**src/rtl/i2s_rx_fifo.sv**
```systemverilog
// ---------------------------------------------------------------------------
// i2s_rx_fifo
// I2S master receiver with a first-word-fall-through sample FIFO.
// Derives BCLK/WS from clk, deserialises left (and optionally right) slot
// samples MSB first, and queues them as {channel, data} for a bus-side reader.
//
// Ports
//   clk, rst       system clock, synchronous active-high reset
//   en             1 = run bit clock and capture, 0 = idle (FIFO kept)
//   stereo         1 = capture left+right, 0 = left only (taken at frame start)
//   WS, BCLK       I2S word select / bit clock outputs
//   DIN            serial data from the slave
//   done           one-cycle pulse per completed sample (also when dropped)
//   rd_en          pop the head entry
//   rd_data, rd_ch head sample (right-aligned) and its channel; 0 when empty
//   empty, full    FIFO status
//   level          FIFO entry count
//   overflow       sticky drop flag, cleared by ovf_clr (a new drop wins)
//
// Build option
//   I2S_RX_SIGN_EXT_EN  defined: samples sign-extended from bit SAMPLE_W-1;
//                       undefined: samples zero-extended.
//
// Sequencer states
//   state   | meaning
//   ST_IDLE | en low: clocks parked low, counters cleared
//   ST_SYNC | first BCLK high phase after en rises; fc=0 bit has no owner
//   ST_RUN  | free-running frames; fc=0 bit is the last right-slot bit
// ---------------------------------------------------------------------------
module i2s_rx_fifo #(
  parameter int CLK_DIV    = 4,
  parameter int SLOT_W     = 32,
  parameter int SAMPLE_W   = 24,
  parameter int DATA_W     = 32,
  parameter int FIFO_DEPTH = 16
) (
  input  logic                          clk,
  input  logic                          rst,
  input  logic                          en,
  input  logic                          stereo,
  output logic                          WS,
  output logic                          BCLK,
  input  logic                          DIN,
  output logic                          done,
  input  logic                          rd_en,
  output logic [DATA_W-1:0]             rd_data,
  output logic                          rd_ch,
  output logic                          empty,
  output logic                          full,
  output logic [$clog2(FIFO_DEPTH):0]   level,
  output logic                          overflow,
  input  logic                          ovf_clr
);

  localparam int DIV_W = $clog2(CLK_DIV);
  localparam int FC_W  = $clog2(2 * SLOT_W);
  localparam int AW    = $clog2(FIFO_DEPTH);
  localparam int LVL_W = AW + 1;

  typedef enum logic [1:0] {
    ST_IDLE = 2'd0,
    ST_SYNC = 2'd1,
    ST_RUN  = 2'd2
  } state_e;

  state_e              state_q, state_d;
  logic [DIV_W-1:0]    div_q, div_d;
  logic                bclk_q, bclk_d;
  logic                ws_q, ws_d;
  logic [FC_W-1:0]     fc_q, fc_d;
  logic                stereo_q, stereo_d;
  logic [SAMPLE_W-1:0] sr_q, sr_d;
  logic                pend_q, pend_d;
  logic                pend_ch_q, pend_ch_d;

  logic [DATA_W:0]     mem_q [FIFO_DEPTH];
  logic [AW-1:0]       wptr_q, wptr_d, rptr_q, rptr_d;
  logic [LVL_W-1:0]    lvl_q, lvl_d;
  logic                ovf_q, ovf_d;

  logic                bclk_tick, bclk_rise, bclk_fall;
  logic [FC_W-1:0]     fc_inc;
  logic                bit_vld, bit_ch;
  logic [FC_W-1:0]     bit_idx;
  logic                cap;
  logic [DATA_W-1:0]   push_data;
  logic                fifo_empty, fifo_full, pop, wr, drop;

  // ---------------- sequencer ----------------
  always_comb begin
    state_d = state_q;
    unique case (state_q)
      ST_IDLE: if (en) state_d = ST_SYNC;
      ST_SYNC: begin
        if (!en)            state_d = ST_IDLE;
        else if (bclk_fall) state_d = ST_RUN;
      end
      ST_RUN:  if (!en) state_d = ST_IDLE;
      default: state_d = ST_IDLE;
    endcase
  end

  // ---------------- clock generation and bit decode ----------------
  assign bclk_tick = en && (div_q == DIV_W'(CLK_DIV - 1));
  assign bclk_rise = bclk_tick && !bclk_q;
  assign bclk_fall = bclk_tick && bclk_q;
  assign fc_inc    = (fc_q == FC_W'(2 * SLOT_W - 1)) ? '0 : fc_q + FC_W'(1);

  // Left slot owns fc=1..SLOT_W; right slot owns the rest of the frame plus
  // fc=0 of the following frame (one-bit I2S delay).
  always_comb begin
    bit_vld = 1'b0;
    bit_ch  = 1'b0;
    bit_idx = '0;
    if (fc_q >= FC_W'(1) && fc_q <= FC_W'(SLOT_W)) begin
      bit_vld = 1'b1;
      bit_idx = fc_q - FC_W'(1);
    end else if (fc_q > FC_W'(SLOT_W)) begin
      bit_vld = 1'b1;
      bit_ch  = 1'b1;
      bit_idx = fc_q - FC_W'(SLOT_W + 1);
    end else begin
      bit_vld = (state_q == ST_RUN);
      bit_ch  = 1'b1;
      bit_idx = FC_W'(SLOT_W - 1);
    end
  end

  assign cap = bclk_rise && bit_vld && (bit_idx < FC_W'(SAMPLE_W)) && (!bit_ch || stereo_q);

  always_comb begin
    div_d     = div_q;
    bclk_d    = bclk_q;
    ws_d      = ws_q;
    fc_d      = fc_q;
    stereo_d  = stereo_q;
    sr_d      = sr_q;
    pend_d    = 1'b0;
    pend_ch_d = pend_ch_q;
    if (!en) begin
      div_d    = '0;
      bclk_d   = 1'b0;
      ws_d     = 1'b0;
      fc_d     = '0;
      stereo_d = stereo;
    end else begin
      div_d = bclk_tick ? '0 : div_q + DIV_W'(1);
      if (bclk_tick) bclk_d = !bclk_q;
      if (bclk_fall) begin
        fc_d = fc_inc;
        ws_d = (fc_inc >= FC_W'(SLOT_W));
        // Channel mode is frozen when the left MSB slot begins so that the
        // right slot (which spills into the next frame) stays consistent.
        if (fc_inc == FC_W'(1)) stereo_d = stereo;
      end
      if (cap) begin
        sr_d = (sr_q << 1) | SAMPLE_W'(DIN);
        if (bit_idx == FC_W'(SAMPLE_W - 1)) begin
          pend_d    = 1'b1;
          pend_ch_d = bit_ch;
        end
      end
    end
  end

  // ---------------- FIFO ----------------
`ifdef I2S_RX_SIGN_EXT_EN
  assign push_data = DATA_W'($signed(sr_q));
`else
  assign push_data = DATA_W'(sr_q);
`endif

  assign fifo_empty = (lvl_q == '0);
  assign fifo_full  = (lvl_q == LVL_W'(FIFO_DEPTH));
  assign pop        = rd_en && !fifo_empty;
  assign wr         = pend_q && (!fifo_full || pop);
  assign drop       = pend_q && fifo_full && !pop;

  always_comb begin
    wptr_d = wr  ? wptr_q + AW'(1) : wptr_q;
    rptr_d = pop ? rptr_q + AW'(1) : rptr_q;
    lvl_d  = lvl_q;
    case ({wr, pop})
      2'b10:   lvl_d = lvl_q + LVL_W'(1);
      2'b01:   lvl_d = lvl_q - LVL_W'(1);
      default: lvl_d = lvl_q;
    endcase
    ovf_d = ovf_q;
    if (ovf_clr) ovf_d = 1'b0;
    if (drop)    ovf_d = 1'b1;
  end

  always_ff @(posedge clk) begin
    if (rst) begin
      state_q   <= ST_IDLE;
      div_q     <= '0;
      bclk_q    <= 1'b0;
      ws_q      <= 1'b0;
      fc_q      <= '0;
      stereo_q  <= 1'b0;
      sr_q      <= '0;
      pend_q    <= 1'b0;
      pend_ch_q <= 1'b0;
      wptr_q    <= '0;
      rptr_q    <= '0;
      lvl_q     <= '0;
      ovf_q     <= 1'b0;
    end else begin
      state_q   <= state_d;
      div_q     <= div_d;
      bclk_q    <= bclk_d;
      ws_q      <= ws_d;
      fc_q      <= fc_d;
      stereo_q  <= stereo_d;
      sr_q      <= sr_d;
      pend_q    <= pend_d;
      pend_ch_q <= pend_ch_d;
      wptr_q    <= wptr_d;
      rptr_q    <= rptr_d;
      lvl_q     <= lvl_d;
      ovf_q     <= ovf_d;
    end
  end

  // Storage needs no reset: the pointers and level define what is valid.
  always_ff @(posedge clk) begin
    if (wr) mem_q[wptr_q] <= {pend_ch_q, push_data};
  end

  assign BCLK     = bclk_q;
  assign WS       = ws_q;
  assign done     = pend_q;
  assign empty    = fifo_empty;
  assign full     = fifo_full;
  assign level    = lvl_q;
  assign overflow = ovf_q;
  assign rd_data  = fifo_empty ? '0 : mem_q[rptr_q][DATA_W-1:0];
  assign rd_ch    = !fifo_empty && mem_q[rptr_q][DATA_W];

endmodule

```
**config.mk**
```make
export PLATFORM = sky130hd
export DESIGN_NAME = i2s_rx_fifo
export DESIGN_NICKNAME = d
export VERILOG_FILES = /design/src/rtl/i2s_rx_fifo.sv
export SDC_FILE = /design/constraint.sdc
export NUM_CORES = 1
export LEC_CHECK = 0
export ABC_AREA = 0
export BUFFER_PORTS_ARGS = -buffer_cell sky130_fd_sc_hd__buf_4
export CAP_MARGIN = 20
export CELL_PAD_IN_SITES_DETAIL_PLACEMENT = 1
export CELL_PAD_IN_SITES_GLOBAL_PLACEMENT = 2
export CORE_MARGIN = 4
export CORE_UTILIZATION = 50
export DETAILED_ROUTE_END_ITERATION = 10
export PLACE_DENSITY = 0.91
export SETUP_SLACK_MARGIN = 0.1
export SLEW_MARGIN = 20
export SYNTH_ARGS = -nofsm -noshare
export SYNTH_HDL_FRONTEND = slang
export SYNTH_SLANG_ARGS = --single-unit
```
**constraint.sdc**
```tcl
create_clock -name clk -period 9.5 [get_ports clk]
set_clock_uncertainty 0.1 [all_clocks]
set_input_delay 2.85 -clock clk [delete_from_list [all_inputs] [get_ports clk]]
set_output_delay 2.85 -clock clk [all_outputs]
set_load 0.01 [all_outputs]
```
==> results of run 1 <==
-- metrics by stage --
stage	instance area (sq um)	total power, mW
global placement	18600	2.19
detailed placement	18700	2.19
CTS	20300	4.00
global route	20400	4.09
floorplan	17800	2.19
finish	20400	3.97
-- kinds of logic after synthesis --
| kind of cell | after synthesis | share of synthesized area, % |
|---|---|---|
| buf+inv | 71 | 1.92 |
| other cells | 1 | 0.0210 |
| simple gates | 148 | 4.18 |
| flops | 455 | 73.6 |
| compound gates | 29 | 0.990 |
| mux | 157 | 17.6 |
| xor+xnor | 12 | 0.590 |
| fa+ha+maj | 15 | 1.10 |
-- per-layer routing --
metal  share of wire [%]  GRT usage [%]
met5                   0              0
met4                 1.8           4.85
met3                 6.1           2.97
met2                  52           35.6
met1                  40           29.8
-- power groups by stage --
stage | Sequential (mW) | Combinational, mW | Clock, mW
3_5_place_dp | 2.18 | 0.00984 | 0
2_1_floorplan | 2.19 | 0.00854 | 0
5_1_grt | 2.14 | 0.0108 | 1.94
4_1_cts | 2.14 | 0.00982 | 1.85
6_report | 2.14 | 0.00965 | 1.82
3_3_place_gp | 2.18 | 0.00964 | 0
-- placed cells by master, fill, tap and decap left out, drive strengths merged, types with 3 or more instances in the layout --
master,instances
o21ai,7
nor2,66
nor2b,31
nand3,4
edfxtp,400
inv,16
clkinvlp,3
clkinv,14
xnor2,4
conb,8
bufinv,3
nand4,5
nor3,8
a21oi,11
xor2,8
mux2i,31
clkbuf,65
dfxtp,55
and2,3
mux4,125
ha,14
nand2b,8
nand2,12
buf,63
-- synth_stat cells (2+ instances only) --
master / number
a211oi_1: 2
a21oi_1: 11
and2_1: 2
and3_1: 2
buf_2: 13
buf_4: 8
buf_8: 2
clkbuf_1: 33
dfxtp_1: 55
edfxtp_1: 400
ha_1: 14
inv_1: 13
mux2i_1: 31
mux4_2: 125
nand2_1: 12
nand2b_1: 8
nand3_1: 4
nand4_1: 4
nor2_1: 66
nor2b_1: 31
nor3_1: 8
nor3b_1: 2
nor4b_1: 2
o21ai_0: 7
o22ai_1: 2
o31ai_1: 2
xnor2_1: 4
xor2_1: 8
-- layout make-up --
type	instances	area (sq um)
Fill cell	2990	14500
Sequential cell	455	13100
Multi-Input combinational cell	369	4500
Clock buffer	65	1320
Timing Repair Buffer	63	658
Tap cell	455	569
Clock inverter	23	221
Inverter	13	48.8
-- final timing paths --
| kind | to | slack (ns) | depth (start not counted) |
|---|---|---|---|
| max reg2reg | level[4]$_SDFFE_PP0P_ | 6.00 | 11 |
| min reg2reg | div_q[0]$_SDFF_PP0_ | 0.34 | 1 |
| max | rd_data[19] | 2.99 | 5 |
| min | div_q[0]$_SDFF_PP0_ | 0.34 | 1 |
-- flip-flops by register name (all words and copies together) (netlist names), named ones only --
signal,count
div_q,2
wptr_q,4
sr_q,24
level,5
fc_q,6
mem_q,400
rptr_q,4
BCLK,1
pend_ch_q,1
WS,1
overflow,1
stereo_q,1
done,1
==> impl_metrics.env, run 1 <==
export IMPL_outcome="complete, no violations"
export IMPL_antennaDiodeCount=0
export IMPL_tns_ns=0
export IMPL_min_period_over_period_pct=68.5
export IMPL_p_comb_share_pct=0.2
export IMPL_maxCapViolations=0
export IMPL_yosysUniqueCellTypes=45
export IMPL_antenna_found_initial=0
export IMPL_critPathLaunchType="flip-flop"
export IMPL_grt_pass1_vias=9288
export IMPL_cts_htree_levels=2
export IMPL_cts_tree="yes"
export IMPL_final_core_util_pct=58.6
export IMPL_power_switching_uw=766
export IMPL_p_per_area_nw_per_um2=194
export IMPL_crit_path_end_kind="primary output"
export IMPL_worst_slew_pin_slew_ns=1.17
export IMPL_syn_to_final_growth_pct=14.7
export IMPL_cts_made_buffers=47
export IMPL_dpl_worst_slack_ns=3.50
export IMPL_core_area_sq_um=34900
export IMPL_die_y_um=197
export IMPL_hold_viol_final=0
export IMPL_yosysTopAreaCell="edfxtp_1"
export IMPL_place_port_buffers=42
export IMPL_fin_crit_ns=6.51
export IMPL_p_seq_share_pct=54.0
export IMPL_grt_max_degree=53
export IMPL_ys_seq_area_share_pct=73.6
export IMPL_crit_chain="buf_4 -> mux4_2 -> mux4_2 -> nor2b_1 -> buf_4"
export IMPL_placed_cells=1349
export IMPL_p_int_mw=3.20
export IMPL_post_cts_buffers=0
export IMPL_drc=0
export IMPL_path_class="reg2out"
export IMPL_cts_resized=0
export IMPL_postSynth_asyncResetShare_pct=0
export IMPL_ys_ff_latch=455
export IMPL_fmaxAchievable_mhz=154
export IMPL_final_setup_viol_count=0
export IMPL_avgSynthCellArea_sq_um=20.1
export IMPL_critPathMaxFanout=37
export IMPL_final_cells=1443
export IMPL_start_util_pct=51.1
export IMPL_slowest_stage="dfxtp_4"
export IMPL_clock_latency_ns=0.56
export IMPL_pin_count=51
export IMPL_cts_root_buf="clkbuf_16"
export IMPL_r2r_start="level[0]$_SDFFE_PP0P_"
export IMPL_drt_wl_total_mm=40.3
export IMPL_dpl_hpwl_mm=21.0
export IMPL_cts_hold_buf=0
export IMPL_rsz0062_at_grt="no"
export IMPL_drv_slew=0
export IMPL_power_leakage_nw=7.22
export IMPL_vias=8633
export IMPL_min_from="div_q[0]$_SDFF_PP0_"
export IMPL_cp_arrival_ns=3.56
export IMPL_p_clk_share_pct=45.8
export IMPL_worst_slack_ns=2.99
export IMPL_maxSlewHeadroom_pct=21.8
export IMPL_hp_class="reg2reg"
export IMPL_cts_num_sinks=455
export IMPL_critPathMaxStageDelay_ns=0.78
export IMPL_crit_family="multiplexers"
export IMPL_wl_per_cell_um=27.9
export IMPL_whs_ns=0.336
export IMPL_die_w_um=197
export IMPL_synth_edf_count=400
export IMPL_clk_path_buf_depth=3
export IMPL_synth_top_cell_area_share_pct=67.4
export IMPL_switching_share_pct=19.3
export IMPL_grt_pass1_wl_mm=60.8
export IMPL_viasPerCell=5.98
export IMPL_synthFlopType="edfxtp_1"
export IMPL_syn_area_sq_um=17800
export IMPL_synth_area_leaders="edfxtp_1 (67%), mux4_2 (16%), dfxtp_1 (6.2%)"
export IMPL_crit_buf_inv=2
export IMPL_drt_iter0_drc=771
export IMPL_path_clk_slew_ns=0.06
export IMPL_drive_gt1_share_pct=28.6
export IMPL_peakVddDrop_mv=0.161
export IMPL_syn_inst=888
export IMPL_overflow=0
export IMPL_die_area_sq_um=38700
export IMPL_gp_congestion=0.726
export IMPL_yosys_warnings=0
export IMPL_firstDrtPassIters=6
export IMPL_drt_antenna_violating_nets=0
export IMPL_finalNetCount=971
export IMPL_rows=68
export IMPL_grt_util_all_layers_pct=21.1
export IMPL_cp_required_ns=6.55
Power figures use the tool's default switching activity.
==> run 2: changes to the inputs <==
--- a/config.mk
+++ b/config.mk
@@ -11,9 +11,9 @@
 export CELL_PAD_IN_SITES_DETAIL_PLACEMENT = 1
 export CELL_PAD_IN_SITES_GLOBAL_PLACEMENT = 2
 export CORE_MARGIN = 4
-export CORE_UTILIZATION = 50
+export CORE_UTILIZATION = 49
 export DETAILED_ROUTE_END_ITERATION = 10
-export PLACE_DENSITY = 0.91
+export PLACE_DENSITY = 0.89
 export SETUP_SLACK_MARGIN = 0.1
 export SLEW_MARGIN = 20
 export SYNTH_ARGS = -nofsm -noshare
==> constraint.sdc (replaced) <==
create_clock -name clk -period 6.8 [get_ports clk]
set_clock_uncertainty 0.1 [all_clocks]
set_input_delay 2.04 -clock clk [delete_from_list [all_inputs] [get_ports clk]]
set_output_delay 2.04 -clock clk [all_outputs]
set_load 0.01 [all_outputs]
==> impl_metrics.env, run 2 (synthesis gave the netlist of run 1 again) <==
export IMPL_tns_ns=0
export IMPL_syn_to_final_growth_pct=15.0
export IMPL_outcome="complete, no violations"
export IMPL_power_switching_mw=1.11
export IMPL_die_w_um=199
export IMPL_reg2reg_to="level[4]$_SDFFE_PP0P_"
export IMPL_peakVddDrop_mv=0.213
export IMPL_critPathMaxFanout=69
export IMPL_crit_buf_inv=2
export IMPL_critPathLaunchType="flip-flop"
export IMPL_worst_slew_pin_slew_ns=1.09
export IMPL_drt_wl_total_mm=42.3
export IMPL_hold_viol_final=0
export IMPL_fillCellCount=3127
export IMPL_crit_path_end_kind="primary output"
export IMPL_rsz0062_at_grt="no"
export IMPL_cts_hold_buf=0
export IMPL_antennaDiodeCount=0
export IMPL_cts_tree="yes"
export IMPL_cts_htree_levels=2
export IMPL_post_cts_buffers=0
export IMPL_path_class="reg2out"
export IMPL_min_period_over_period_pct=79.6
export IMPL_overflow=0
export IMPL_wl_per_cell_um=29.3
export IMPL_antenna_found_initial=0
export IMPL_gp_congestion=0.718
export IMPL_clk_path_buf_depth=3
export IMPL_viasPerCell=6.10
export IMPL_mostFrequentLayoutCell="edfxtp_1"
export IMPL_fmaxAchievable_mhz=185
export IMPL_crit_chain="buf_4 -> mux4_2 -> mux4_2 -> nor2b_1 -> buf_4"
export IMPL_slowest_stage="dfxtp_4"
export IMPL_start_util_pct=49.8
export IMPL_grt_pass1_vias=9669
export IMPL_p_comb_share_pct=0.3
export IMPL_reg2reg_depth=11
export IMPL_largest_reg_flops=400
export IMPL_pin_count=51
export IMPL_die_area_sq_um=39500
export IMPL_critPathMaxStageDelay_ns=1.04
export IMPL_final_setup_viol_count=0
export IMPL_die_y_um=199
export IMPL_cts_root_buf="clkbuf_16"
export IMPL_worst_slack_ns=1.39
export IMPL_hold_depth=1
export IMPL_crit_family="flip-flops"
export IMPL_whs_endpoint="div_q[0]$_SDFF_PP0_"
export IMPL_whs_ns=0.336
export IMPL_hp_class="reg2reg"
export IMPL_dpl_worst_slack_ns=1.91
export IMPL_cts_num_sinks=455
export IMPL_clock_latency_ns=0.55
export IMPL_cts_made_buffers=45
export IMPL_p_int_mw=4.59
export IMPL_p_clk_share_pct=47.3
export IMPL_final_cell_mix="edfxtp_1 (400), mux4_2 (125), buf_4 (58)"
export IMPL_core_area_sq_um=35700
export IMPL_power_leakage_nw=7.44
export IMPL_drive_gt1_share_pct=29.4
export IMPL_p_seq_share_pct=52.5
export IMPL_cp_arrival_ns=3.27
export IMPL_r2r_start="level[0]$_SDFFE_PP0P_"
export IMPL_drt_antenna_violating_nets=0
export IMPL_firstDrtPassIters=7
export IMPL_maxSlewHeadroom_pct=27.5
export IMPL_cts_resized=0
export IMPL_reg_top3="mem_q x400, sr_q x24, fc_q x6"
export IMPL_drt_iter0_drc=940
export IMPL_cp_required_ns=4.66
export IMPL_rows=69
export IMPL_vias=8822
export IMPL_drv_slew=0
export IMPL_place_port_buffers=42
export IMPL_finalNetCount=971
export IMPL_grt_max_degree=101
export IMPL_maxCapViolations=0
export IMPL_dpl_hpwl_mm=22.0
export IMPL_grt_util_all_layers_pct=22.0
export IMPL_switching_share_pct=19.4
export IMPL_path_clk_slew_ns=0.06
export IMPL_p_per_area_nw_per_um2=278
export IMPL_regMostFlops="mem_q"
export IMPL_min_from="div_q[0]$_SDFF_PP0_"
export IMPL_fin_crit_ns=5.41
export IMPL_reg2reg_slack_ns=3.46
export IMPL_grt_pass1_wl_mm=63.7
export IMPL_final_core_util_pct=57.3
export IMPL_drc=0
-- run 2: power groups by stage --
stage / Sequential, mW / Combinational, mW / Clock (mW)
2_1_floorplan: 3.05 / 0.0119 / 0
3_3_place_gp: 3.05 / 0.0143 / 0
3_5_place_dp: 3.05 / 0.0146 / 0
4_1_cts: 2.99 / 0.0146 / 2.73
5_1_grt: 2.99 / 0.0162 / 2.85
6_report: 2.99 / 0.0146 / 2.70
-- run 2: how the worst max path moves through the flow --
stage,from,endpoint,slack [ns],cells past startpoint
final,flip-flop,rd_data[8],1.39,5
after global routing,flip-flop,rd_data[8],1.25,5
after CTS,flip-flop,rd_data[8],1.30,5
after detailed placement,flip-flop,rd_data[8],1.91,5
after global placement,flip-flop,rd_data[9],1.96,5
after floorplan,rd_en,mem_q[3][0]$_DFFE_PP_,1.69,4
-- run 2: final cells by class --
cell class / instances / area [sq um] / area share, %
sequential: 455 / 13100 / 64.0
inverter: 13 / 48.8 / 0.238
timing repair buffer: 65 / 608 / 2.97
clock buffer: 58 / 1340 / 6.55
multi-input combinational: 369 / 4500 / 22.0
tap: 461 / 577 / 2.81
clock inverter: 26 / 297 / 1.45
-- run 2: through the flow --
stage	power, mW	std cells	instance area [sq um]
2_1_floorplan	3.06	895	17800
6_report	5.70	1447	20500
4_1_cts	5.73	1447	20500
3_3_place_gp	3.07	1357	18700
5_1_grt	5.86	1447	20500
3_5_place_dp	3.07	1363	18900
-- run 2: layer usage --
layer,vias up,global-route usage (%),share of wire (%)
li1,3678,-,-
met1,4699,30.8,40
met3,64,3.49,7.1
met2,381,37.2,51
met4,0,5.09,1.9
met5,-,0,0
==> run 3: changes to the inputs <==
--- a/config.mk
+++ b/config.mk
@@ -11,9 +11,9 @@
 export CELL_PAD_IN_SITES_DETAIL_PLACEMENT = 1
 export CELL_PAD_IN_SITES_GLOBAL_PLACEMENT = 2
 export CORE_MARGIN = 4
-export CORE_UTILIZATION = 49
+export CORE_UTILIZATION = 44
 export DETAILED_ROUTE_END_ITERATION = 10
-export PLACE_DENSITY = 0.89
+export PLACE_DENSITY = 0.85
 export SETUP_SLACK_MARGIN = 0.1
 export SLEW_MARGIN = 20
 export SYNTH_ARGS = -nofsm -noshare
==> constraint.sdc (replaced) <==
create_clock -name clk -period 4.93 [get_ports clk]
set_clock_uncertainty 0.1 [all_clocks]
set_input_delay 1.479 -clock clk [delete_from_list [all_inputs] [get_ports clk]]
set_output_delay 1.479 -clock clk [all_outputs]
set_load 0.01 [all_outputs]
==> impl_metrics.env, run 3 (synthesis gave the netlist of run 1 again) <==
export IMPL_switching_share_pct=19.3
export IMPL_wl_per_cell_um=26.4
export IMPL_grt_pass1_vias=9264
export IMPL_core_area_sq_um=39900
export IMPL_start_util_pct=44.6
export IMPL_p_int_mw=6.00
export IMPL_dpl_worst_slack_ns=0.852
export IMPL_die_w_um=209
export IMPL_drc=0
export IMPL_finalNetCount=982
export IMPL_path_class="reg2out"
export IMPL_grt_util_all_layers_pct=18.5
export IMPL_antenna_found_initial=0
export IMPL_drt_antenna_violating_nets=0
export IMPL_overflow=0
export IMPL_tns_ns=0
export IMPL_pin_count=51
export IMPL_drt_iter0_drc=728
export IMPL_rows=73
export IMPL_firstDrtPassIters=5
export IMPL_placed_cells=1437
export IMPL_regMostFlops="mem_q"
export IMPL_hp_class="reg2reg"
export IMPL_critPathLaunchType="flip-flop"
export IMPL_critPathMaxFanout=48
export IMPL_post_cts_buffers=0
export IMPL_power_mw=7.44
export IMPL_fillCellCount=3575
export IMPL_cts_hold_buf=0
export IMPL_p_per_area_nw_per_um2=365
export IMPL_drv_slew=0
export IMPL_outcome="complete, no violations"
export IMPL_cp_arrival_ns=2.90
export IMPL_cts_made_buffers=46
export IMPL_cts_tree="yes"
export IMPL_grt_pass1_wl_mm=61.1
export IMPL_final_area_sq_um=20400
export IMPL_placed_cell_area_sq_um=18900
export IMPL_die_area_sq_um=43800
export IMPL_final_cell_mix="edfxtp_1 (400), mux4_2 (125), buf_4 (71)"
export IMPL_die_y_um=209
export IMPL_fin_crit_ns=4.48
export IMPL_vias=8623
export IMPL_min_period_over_period_pct=90.9
export IMPL_peakVddDrop_mv=0.257
export IMPL_mostFrequentLayoutCell="edfxtp_1"
export IMPL_path_clk_slew_ns=0.06
export IMPL_maxCapViolations=0
export IMPL_cts_num_sinks=455
export IMPL_p_clk_share_pct=44.3
export IMPL_dpl_hpwl_mm=22.4
export IMPL_syn_to_final_growth_pct=14.3
export IMPL_worst_slack_ns=0.450
export IMPL_worst_slew_pin_slew_ns=0.942
export IMPL_antennaDiodeCount=0
export IMPL_crit_path_end_kind="primary output"
export IMPL_power_switching_mw=1.44
export IMPL_p_comb_share_pct=0.3
export IMPL_largest_reg_flops=400
export IMPL_drt_wl_total_mm=40.2
export IMPL_power_leakage_nw=7.52
export IMPL_cts_htree_levels=2
export IMPL_cp_required_ns=3.35
export IMPL_gp_congestion=0.720
export IMPL_clk_path_buf_depth=3
export IMPL_cts_root_buf="clkbuf_16"
export IMPL_grt_max_degree=49
export IMPL_viasPerCell=5.67
export IMPL_final_cells=1522
export IMPL_maxSlewHeadroom_pct=37.1
export IMPL_final_setup_viol_count=0
export IMPL_cts_resized=0
export IMPL_drive_gt1_share_pct=28.8
export IMPL_hold_viol_final=0
export IMPL_p_seq_share_pct=55.5
export IMPL_clock_latency_ns=0.55
export IMPL_reg_top3="mem_q x400, sr_q x24, fc_q x6"
export IMPL_place_port_buffers=42
export IMPL_fmaxAchievable_mhz=223
export IMPL_rsz0062_at_grt="no"
run 3: changes by cell type in the layout (fill, tap and decap cells not counted), sizes merged:
cell | previous run | this run
clkinv | 16 | 19
clkbuf | 58 | 60
clkinvlp | 1 | 5
inv | 17 | 13
buf | 65 | 75
bufinv | 5 | 1
run 3: final cells by class:
cell class | instances | area, sq um | share of cell area [%]
flip-flops and latches | 455 | 13100 | 64.4
multi-input cells | 369 | 4500 | 22.1
clock buffers | 60 | 1270 | 6.22
well taps | 525 | 657 | 3.22
repair buffers | 75 | 613 | 3.01
clock inverters | 25 | 164 | 0.805
inverters | 13 | 48.8 | 0.240
run 3: critical path, stage by stage (launching register included):
cell and delay [ns]:
dfxtp_4 0.53, buf_12 0.40, mux4_2 0.56, mux4_2 0.53
nor2b_1 0.15, buf_4 0.16
run 3: metrics by stage:
stage,utilization (%),hold slack (ns)
finish,51.0,0.333
CTS,51.0,0.335
global placement,47.4,0.315
detailed placement,47.4,0.326
floorplan,-,0.308
global route,51.0,0.351
run 3: power by group through the flow:
stage	sequential (mW)	clock (mW)	combinational [mW]
2_1_floorplan	4.21	0	0.0165
3_3_place_gp	4.21	0	0.0189
3_5_place_dp	4.21	0	0.0194
4_1_cts	4.13	3.35	0.0195
5_1_grt	4.12	3.54	0.0214
6_report	4.13	3.30	0.0194
run 3: final timing paths:
path                          from                     to  cells after the start  slack [ns]
max                      flip-flop             rd_data[8]                      5        0.45
min            div_q[0]$_SDFF_PP0_    div_q[0]$_SDFF_PP0_                      1        0.33
max reg2reg  level[1]$_SDFFE_PP0P_  level[4]$_SDFFE_PP0P_                     12        1.63
min reg2reg    div_q[0]$_SDFF_PP0_    div_q[0]$_SDFF_PP0_                      1        0.33
run 3: routing by layer:
metal / vias up / GRT usage [%] / wire length, um
met3: 54 / 2.69 / 2140
met5: - / 0 / 0
met1: 4588 / 26.0 / 17000
met2: 285 / 31.2 / 20500
li1: 3696 / - / -
met4: 0 / 4.03 / 641
